[config.mk]
export PLATFORM = sky130hd
export DESIGN_NAME = rsa_operand_loader
export DESIGN_NICKNAME = d
export VERILOG_FILES = /design/src/rtl/rsa_operand_loader.sv
export SDC_FILE = /design/constraint.sdc
export NUM_CORES = 1
export LEC_CHECK = 0
export ABC_AREA = 1
export ABC_CLOCK_PERIOD_IN_PS = 1450
export BUFFER_PORTS_ARGS = -buffer_cell sky130_fd_sc_hd__buf_2
export CAP_MARGIN = 15
export CORE_MARGIN = 2
export CORE_UTILIZATION = 25
export DETAILED_ROUTE_END_ITERATION = 7
export PLACE_DENSITY_LB_ADDON = 0.08
export SYNTH_ARGS = -nofsm -noshare
export SYNTH_HDL_FRONTEND = slang
export SYNTH_SLANG_ARGS = --single-unit
[constraint.sdc]
create_clock -name clk -period 1.45 [get_ports clk]
set_input_delay 0.0725 -clock clk [delete_from_list [all_inputs] [get_ports clk]]
set_output_delay 0.0725 -clock clk [all_outputs]
set_load 0.005 [all_outputs]
[src/rtl/rsa_operand_loader.sv]
// Streams an operand in CHUNK-bit pieces (LSB first) and commits it into the A, B or M register.
// Optional readback path enabled by defining RSA_LOADER_READBACK_EN.
module rsa_operand_loader #(
  parameter int WIDTH = 8,
  parameter int CHUNK = 2
) (
  input  logic             clk,
  input  logic             rst_n,
  input  logic             start,
  input  logic [1:0]       dest,
  input  logic [CHUNK-1:0] in_data,
  input  logic             in_valid,
  output logic             in_ready,
  output logic             busy,
  output logic             done,
  output logic [WIDTH-1:0] a_out,
  output logic [WIDTH-1:0] b_out,
  output logic [WIDTH-1:0] m_out,
  input  logic             rd_start,
  input  logic [1:0]       rd_sel,
  input  logic             rd_ready,
  output logic             rd_valid,
  output logic [CHUNK-1:0] rd_data
);

  localparam int N  = WIDTH / CHUNK;
  localparam int CW = (N > 1) ? $clog2(N) : 1;
  localparam logic [CW-1:0] LAST = CW'(N - 1);

  typedef enum logic {
    IDLE = 1'b0,
    LOAD = 1'b1
  } state_e;

  typedef enum logic [1:0] {
    DEST_A   = 2'b00,
    DEST_B   = 2'b01,
    DEST_M   = 2'b10,
    DEST_CLR = 2'b11
  } dest_e;

  state_e           state_q, state_d;
  logic [1:0]       dest_q, dest_d;
  logic [WIDTH-1:0] shreg_q, shreg_d;
  logic [CW-1:0]    cnt_q, cnt_d;
  logic [WIDTH-1:0] a_q, a_d, b_q, b_d, m_q, m_d;
  logic             done_q, done_d;
  logic [WIDTH-1:0] word;

  assign in_ready = (state_q == LOAD) && !start;
  assign busy     = (state_q == LOAD);
  assign done     = done_q;
  assign a_out    = a_q;
  assign b_out    = b_q;
  assign m_out    = m_q;
  assign word     = {in_data, shreg_q[WIDTH-1:CHUNK]};

  // NOTE: every variable gets a default at the top of always_comb so that no path
  // leaves it unassigned; otherwise synthesis infers a latch.
  always_comb begin
    state_d = state_q;
    dest_d  = dest_q;
    shreg_d = shreg_q;
    cnt_d   = cnt_q;
    a_d     = a_q;
    b_d     = b_q;
    m_d     = m_q;
    done_d  = 1'b0;

    // start behaves identically in both states; in LOAD it also drops the partial word.
    if (start) begin
      if (dest == DEST_CLR) begin
        a_d     = '0;
        b_d     = '0;
        m_d     = '0;
        done_d  = 1'b1;
        state_d = IDLE;
      end else begin
        dest_d  = dest;
        shreg_d = '0;
        cnt_d   = '0;
        state_d = LOAD;
      end
    end else if (state_q == LOAD && in_valid) begin
      shreg_d = word;
      cnt_d   = cnt_q + CW'(1);
      if (cnt_q == LAST) begin
        cnt_d   = '0;
        done_d  = 1'b1;
        state_d = IDLE;
        case (dest_q)
          DEST_A:  a_d = word;
          DEST_B:  b_d = word;
          DEST_M:  m_d = word;
          default: ;
        endcase
      end
    end
  end

  // NOTE: sequential state uses non-blocking assignments so every register samples
  // the pre-edge values; blocking here would create order-dependent simulation races.
  always_ff @(posedge clk or negedge rst_n) begin
    if (!rst_n) begin
      state_q <= IDLE;
      dest_q  <= '0;
      shreg_q <= '0;
      cnt_q   <= '0;
      a_q     <= '0;
      b_q     <= '0;
      m_q     <= '0;
      done_q  <= 1'b0;
    end else begin
      state_q <= state_d;
      dest_q  <= dest_d;
      shreg_q <= shreg_d;
      cnt_q   <= cnt_d;
      a_q     <= a_d;
      b_q     <= b_d;
      m_q     <= m_d;
      done_q  <= done_d;
    end
  end

`ifdef RSA_LOADER_READBACK_EN
  logic [WIDTH-1:0] rd_sh_q, rd_sh_d;
  logic [CW-1:0]    rd_cnt_q, rd_cnt_d;
  logic             rd_valid_q, rd_valid_d;
  logic [WIDTH-1:0] rd_snap;

  always_comb begin
    case (rd_sel)
      DEST_A:  rd_snap = a_q;
      DEST_B:  rd_snap = b_q;
      DEST_M:  rd_snap = m_q;
      default: rd_snap = '0;
    endcase
  end

  // The snapshot is private, so later commits cannot disturb a readback in flight.
  always_comb begin
    rd_sh_d    = rd_sh_q;
    rd_cnt_d   = rd_cnt_q;
    rd_valid_d = rd_valid_q;
    if (rd_start) begin
      rd_sh_d    = rd_snap;
      rd_cnt_d   = '0;
      rd_valid_d = 1'b1;
    end else if (rd_valid_q && rd_ready) begin
      rd_sh_d  = rd_sh_q >> CHUNK;
      rd_cnt_d = rd_cnt_q + CW'(1);
      if (rd_cnt_q == LAST) begin
        rd_cnt_d   = '0;
        rd_valid_d = 1'b0;
      end
    end
  end

  always_ff @(posedge clk or negedge rst_n) begin
    if (!rst_n) begin
      rd_sh_q    <= '0;
      rd_cnt_q   <= '0;
      rd_valid_q <= 1'b0;
    end else begin
      rd_sh_q    <= rd_sh_d;
      rd_cnt_q   <= rd_cnt_d;
      rd_valid_q <= rd_valid_d;
    end
  end

  assign rd_valid = rd_valid_q;
  assign rd_data  = rd_valid_q ? rd_sh_q[CHUNK-1:0] : '0;
`else
  logic unused_rd;
  assign unused_rd = ^{rd_start, rd_sel, rd_ready};
  assign rd_valid  = 1'b0;
  assign rd_data   = '0;
`endif

endmodule

=== Word level (Yosys, flattened, before mapping) ===
Index checks and enable logic that the tools add are counted.

* Add/subtract/negate cells: 1
* Equal/unequal tests: 6
* Multiplexer cells: 28
* Bitwise logic cells: 1
* Reductions and logical operators: 15

{| class="wikitable"
|+ Operators by type and width
! cell !! count
|-
| 8-bit 2-to-1 mux || 16
|-
| 4-bit AND reduction || 3
|-
| 2-bit nonzero test || 5
|-
| 1-bit 2-to-1 mux || 8
|-
| 2-bit 2-to-1 mux || 4
|-
| 2-bit == test (second input constant) || 3
|-
| 2-bit AND reduction || 3
|-
| 2-bit by 1-bit adder with 2-bit output (second input constant) || 1
|-
| 2-bit by 1-bit == test with 1-bit output (second input constant) || 1
|-
| 1-bit logical AND || 2
|-
| 2-bit zero test || 1
|-
| 2-bit by 1-bit inequality test with 1-bit output (second input constant) || 1
|-
| 2-bit inequality test (second input constant) || 1
|-
| 1-bit zero test || 1
|-
| 1-bit NOT || 1
|}

* Register bits after elaboration: 38
* Input bits: 12
* Logic and storage cells: 59

=== Longest topological paths before layout ===
* Depth in word-level cells: 5
* Mapped depth: 7
* Depth with buffers taken out: 6

=== Worst setup path after synthesis ===
OpenSTA, ideal clock, no wires.

* Path kind: reg2reg
* From: register cnt_q[0]
* To: register m_q[0] (netlist: m_out[0])
* Arrival: 1.080 ns
* Required time: 1.332 ns
* Path slack: 0.252 ns
* Cell stages (with the launch flop): 8
* Path through: dfrtp_1 ha_1 nand3_2 nand2_4 buf_12 buf_8 nand4_1 nand2_1

* Longest elaborated chain between the ends: 3

{| class="wikitable"
|+ Ends and longest elaborated chain
! item !! RTL line !! text
|-
| start, declared || 45 || <nowiki>logic [CW-1:0] cnt_q, cnt_d;</nowiki>
|-
| start signal, assigned || 117 || <nowiki>cnt_q <= cnt_d;</nowiki>
|-
| 2-bit == test || 87 || <nowiki>if (cnt_q == LAST) begin</nowiki>
|-
| 2-bit nonzero test (no line) || -- ||
|-
| 4-bit AND reduction (no line) || -- ||
|-
| end signal, assigned || 120 || <nowiki>m_q <= m_d;</nowiki>
|-
| end, declared || 46 || <nowiki>logic [WIDTH-1:0] a_q, a_d, b_q, b_d, m_q, m_d;</nowiki>
|}

No other way between the ends.
A chain may end at the register's enable or synchronous reset.

=== Final worst setup path ===
* From: register cnt_q[0]
* To: register b_q[5] (netlist: b_out[5])

* Longest elaborated chain between the ends: 3

{| class="wikitable"
|+ Ends and longest elaborated chain
! item !! RTL line !! text
|-
| 2-bit == test || 87 ||
|-
| 2-bit nonzero test (no line) || -- ||
|-
| 4-bit AND reduction (no line) || -- ||
|-
| end signal, assigned || 110 || <nowiki>b_q <= '0;</nowiki>
|-
| end signal, assigned || 119 || <nowiki>b_q <= b_d;</nowiki>
|-
| end, declared || 46 ||
|}

No other way between the ends.

==> reports/metrics.json <==
{
  "r2r_start": {"value": "cnt_q[0]"},
  "drt_pre_antenna_iters": {"value": 4},
  "post_synth_instance_area": {"value": 0.001644, "unit": "mm^2"},
  "post_synth_num_cell_types": {"value": 24},
  "numPortBuffers": {"value": 34},
  "drt_first_iter_violations": {"value": 74},
  "final_nets": {"value": 225},
  "r2r.worst_path.cells": {"value": 6},
  "tritoncts_clock_tree": {"value": "built"},
  "clk-insertion-delay-late": {"value": 280, "unit": "ps"},
  "post_synthesis_sequential_element_count": {"value": 36},
  "timing.critical_path.to_type": {"value": "flip-flop"},
  "postRouteAntennaNets": {"value": 0},
  "final_design_area_no_fill": {"value": 0.001958, "unit": "mm^2"},
  "number_of_buffers_created_by_cts": {"value": 5},
  "avgSynthCellArea": {"value": 9.503, "unit": "um^2"},
  "clk_path_buf_depth": {"value": 2},
  "drive_gt1_share": {"value": 25.94, "unit": "%"},
  "post-route-period-util": {"value": 90.43, "unit": "%"},
  "global_route.overflow_total": {"value": 0},
  "n_diodes": {"value": 0},
  "max_cap_violations": {"value": 0},
  "clk_pin_slew_worst_paths": {"value": 70, "unit": "ps"},
  "post_cts_buffers": {"value": 0},
  "timing.rr.end": {"value": "b_out[5]"},
  "floorplan.die.height": {"value": 85.10, "unit": "um"},
  "globalRouteTotalUtil": {"value": 11.87, "unit": "%"},
  "syn_to_final_growth": {"value": 19.10, "unit": "%"},
  "grt_antenna_before_repair": {"value": 0},
  "average_via_count_per_standard_cell": {"value": 4.616},
  "placementRows": {"value": 29},
  "hold_violations_final": {"value": 0},
  "finalClockSkew": {"value": 6.098, "unit": "ps"},
  "synth_seq_area_share": {"value": 54.79, "unit": "%"},
  "regToRegSetupSlack": {"value": 140, "unit": "ps"},
  "detailroute.via_count": {"value": 1334},
  "critical_path_launch_point_type": {"value": "flip-flop"},
  "fp.dieW": {"value": 85.10, "unit": "um"},
  "ys_warn_count": {"value": 0},
  "min_delay_path_depth": {"value": 3},
  "layout.core_utilization": {"value": 30.84, "unit": "%"},
  "worst_hold_startpoint": {"value": "dest[1]"},
  "holdCritPathClass": {"value": "in -> reg"},
  "hold_slack": {"value": 59.59, "unit": "ps"},
  "grt_start_max_net_pins": {"value": 34},
  "initial_utilization": {"value": 25.89, "unit": "%"},
  "sinks_on_the_clock_net": {"value": 36},
  "power-per-cell-area": {"value": 1111, "unit": "mW/mm^2"},
  "achievable-frequency": {"value": 762.7, "unit": "MHz"},
  "cts.htree.levels": {"value": 2},
  "time_the_worst_path_needs_with_i_o_delays_and_setup": {"value": 1311, "unit": "ps"},
  "vdd_ir_drop_max": {"value": 0.0002936, "unit": "V"},
  "path_max_fanout": {"value": 17},
  "io-pin-count": {"value": 42},
  "syn-instance-count": {"value": 173},
  "grt_pass1_wl": {"value": 6.610, "unit": "mm"},
  "first_global_vias": {"value": 1373},
  "post_drt_wl_per_cell": {"value": 13.16, "unit": "um"},
  "critPathArrivalTime": {"value": 1490, "unit": "ps"},
  "leakage": {"value": 1.074, "unit": "nW"},
  "worst_ep_required_time": {"value": 1630, "unit": "ps"},
  "setup_tns": {"value": 0, "unit": "ps"},
  "placedInstanceArea": {"value": 0.001863, "unit": "mm^2"},
  "die-area": {"value": 0.007241, "unit": "mm^2"},
  "routed_wirelength": {"value": 3.803, "unit": "mm"},
  "core-area": {"value": 0.006350, "unit": "mm^2"},
  "min_delay_worst_endpoint": {"value": "dest_q[1]"},
  "cts.root.buffer_cell": {"value": "clkbuf_8"},
  "rsz0062_at_grt": {"value": "no"},
  "gp_routability_congestion": {"value": 0.7375},
  "remaining_drc_errors": {"value": 0},
  "setup_viol": {"value": 0},
  "result_of_the_run": {"value": "finished clean"},
  "worst-setup-path-type": {"value": "reg -> reg"},
  "final_max_slew_viol_count": {"value": 0},
  "dp_hpwl": {"value": 2.809, "unit": "mm"}
}
-- sequential cells by signal, summed over array words and instances (netlist names) --
register  cells
m_out         8
b_out         8
shreg_q       6
done          1
dest_q        2
cnt_q         2
a_out         8
busy          1
-- metrics by stage --
stage,instances,setup WS (ps),power [mW]
5_1_grt,289,41.39,2.314
2_1_floorplan,175,251.9,1.408
3_5_place_dp,281,106.2,1.543
4_1_cts,289,97.62,2.219
3_3_place_gp,281,169.4,1.528
6_report,289,138.8,2.175
-- kinds of logic after synthesis --
family,after synthesis,share of synthesized area (%)
buf+inv,22,9.132
flops,36,54.79
simple gates,101,30.75
other cells,1,0.2281
compound gates,12,4.338
fa+ha+maj,1,0.7609
-- power by group --
part / switching [mW] / internal, mW
combinational: 0.225 / 0.145
clock: 0.329 / 0.326
sequential: 0.0520 / 1.10
total: 0.606 / 1.57
-- repair_timing --
item | CTS | global route
endpoints found under the hold margin | 16 | 0
gates resized for setup | 0 | 1
endpoints found under the setup margin | 0 | 7
hold buffers | 1 | 0
-- Yosys cell counts --
master | instances | area [um^2]
dfrtp_1 | 36 | 900.9
o21ai_0 | 1 | 5.000
buf_12 | 1 | 20.02
nand2_1 | 54 | 202.7
or2_2 | 1 | 6.260
buf_2 | 2 | 10.01
nand2_2 | 1 | 6.260
inv_2 | 1 | 3.750
ha_1 | 1 | 12.51
o22ai_1 | 6 | 37.54
buf_8 | 2 | 30.03
o21ai_2 | 1 | 8.760
buf_4 | 3 | 22.52
nand3_2 | 2 | 20.02
buf_6 | 2 | 22.52
nand3_1 | 3 | 15.01
inv_1 | 11 | 41.29
conb_1 | 1 | 3.750
nand2_4 | 2 | 22.52
a21oi_1 | 4 | 20.02
nor2_1 | 11 | 41.29
nand4_1 | 24 | 150.1
nand3_4 | 2 | 35.03
and2_1 | 1 | 6.260
-- cell usage in the layout (no fill, tap or decap) --
| cell | count |
|---|---|
| nand3_4 | 3 |
| buf_4 | 4 |
| and2_1 | 1 |
| o22ai_1 | 6 |
| clkbuf_8 | 5 |
| nand4_1 | 24 |
| dlygate4sd3_1 | 1 |
| inv_1 | 11 |
| ha_1 | 1 |
| clkinv_2 | 1 |
| dfrtp_1 | 36 |
| nand3_1 | 3 |
| nand2_4 | 2 |
| inv_2 | 1 |
| conb_1 | 3 |
| o21ai_0 | 1 |
| nand2_1 | 54 |
| clkbuf_1 | 1 |
| buf_2 | 34 |
| nand2_2 | 1 |
| o21ai_2 | 1 |
| buf_12 | 1 |
| a21oi_1 | 4 |
| or2_2 | 1 |
| nor2_1 | 11 |
| nand3_2 | 1 |
-- critical path, stage by stage, from the launching register on --
cell,delay [ps]
dfrtp_1,390
ha_1,230
nand3_2,80
nand2_4,150
buf_4,200
nand4_1,90
nand2_1,70
-- worst max-delay path by stage --
stage                  start        to  slack [ps]  cells after the start
floorplan           cnt_q[0]  m_out[0]         250                      7
global placement    cnt_q[0]  b_out[6]         170                      6
detailed placement  cnt_q[0]  b_out[2]         110                      6
CTS                 cnt_q[0]  b_out[2]         100                      6
global route        cnt_q[0]  b_out[5]          40                      6
finish              cnt_q[0]  b_out[5]         140                      6
-- per-layer routing --
layer | up-vias | GRT usage (%) | wire (um)
li1 | 652 | - | -
met5 | - | 0 | 0
met1 | 630 | 14.53 | 1663
met3 | 9 | 4.669 | 306
met4 | 0 | 4.762 | 93
met2 | 43 | 18.75 | 1740
-- area by class of cell --
type                    instances  area (um^2)
fillers                       679         4392
flip-flops and latches         36        900.9
clock buffers                   6        72.57
clock inverters                 1        5.005
repair buffers                 40        230.2
well taps                      77        96.34
inverters                      12        45.04
multi-input cells             117        608.1
Power figures use the tool's default switching activity.
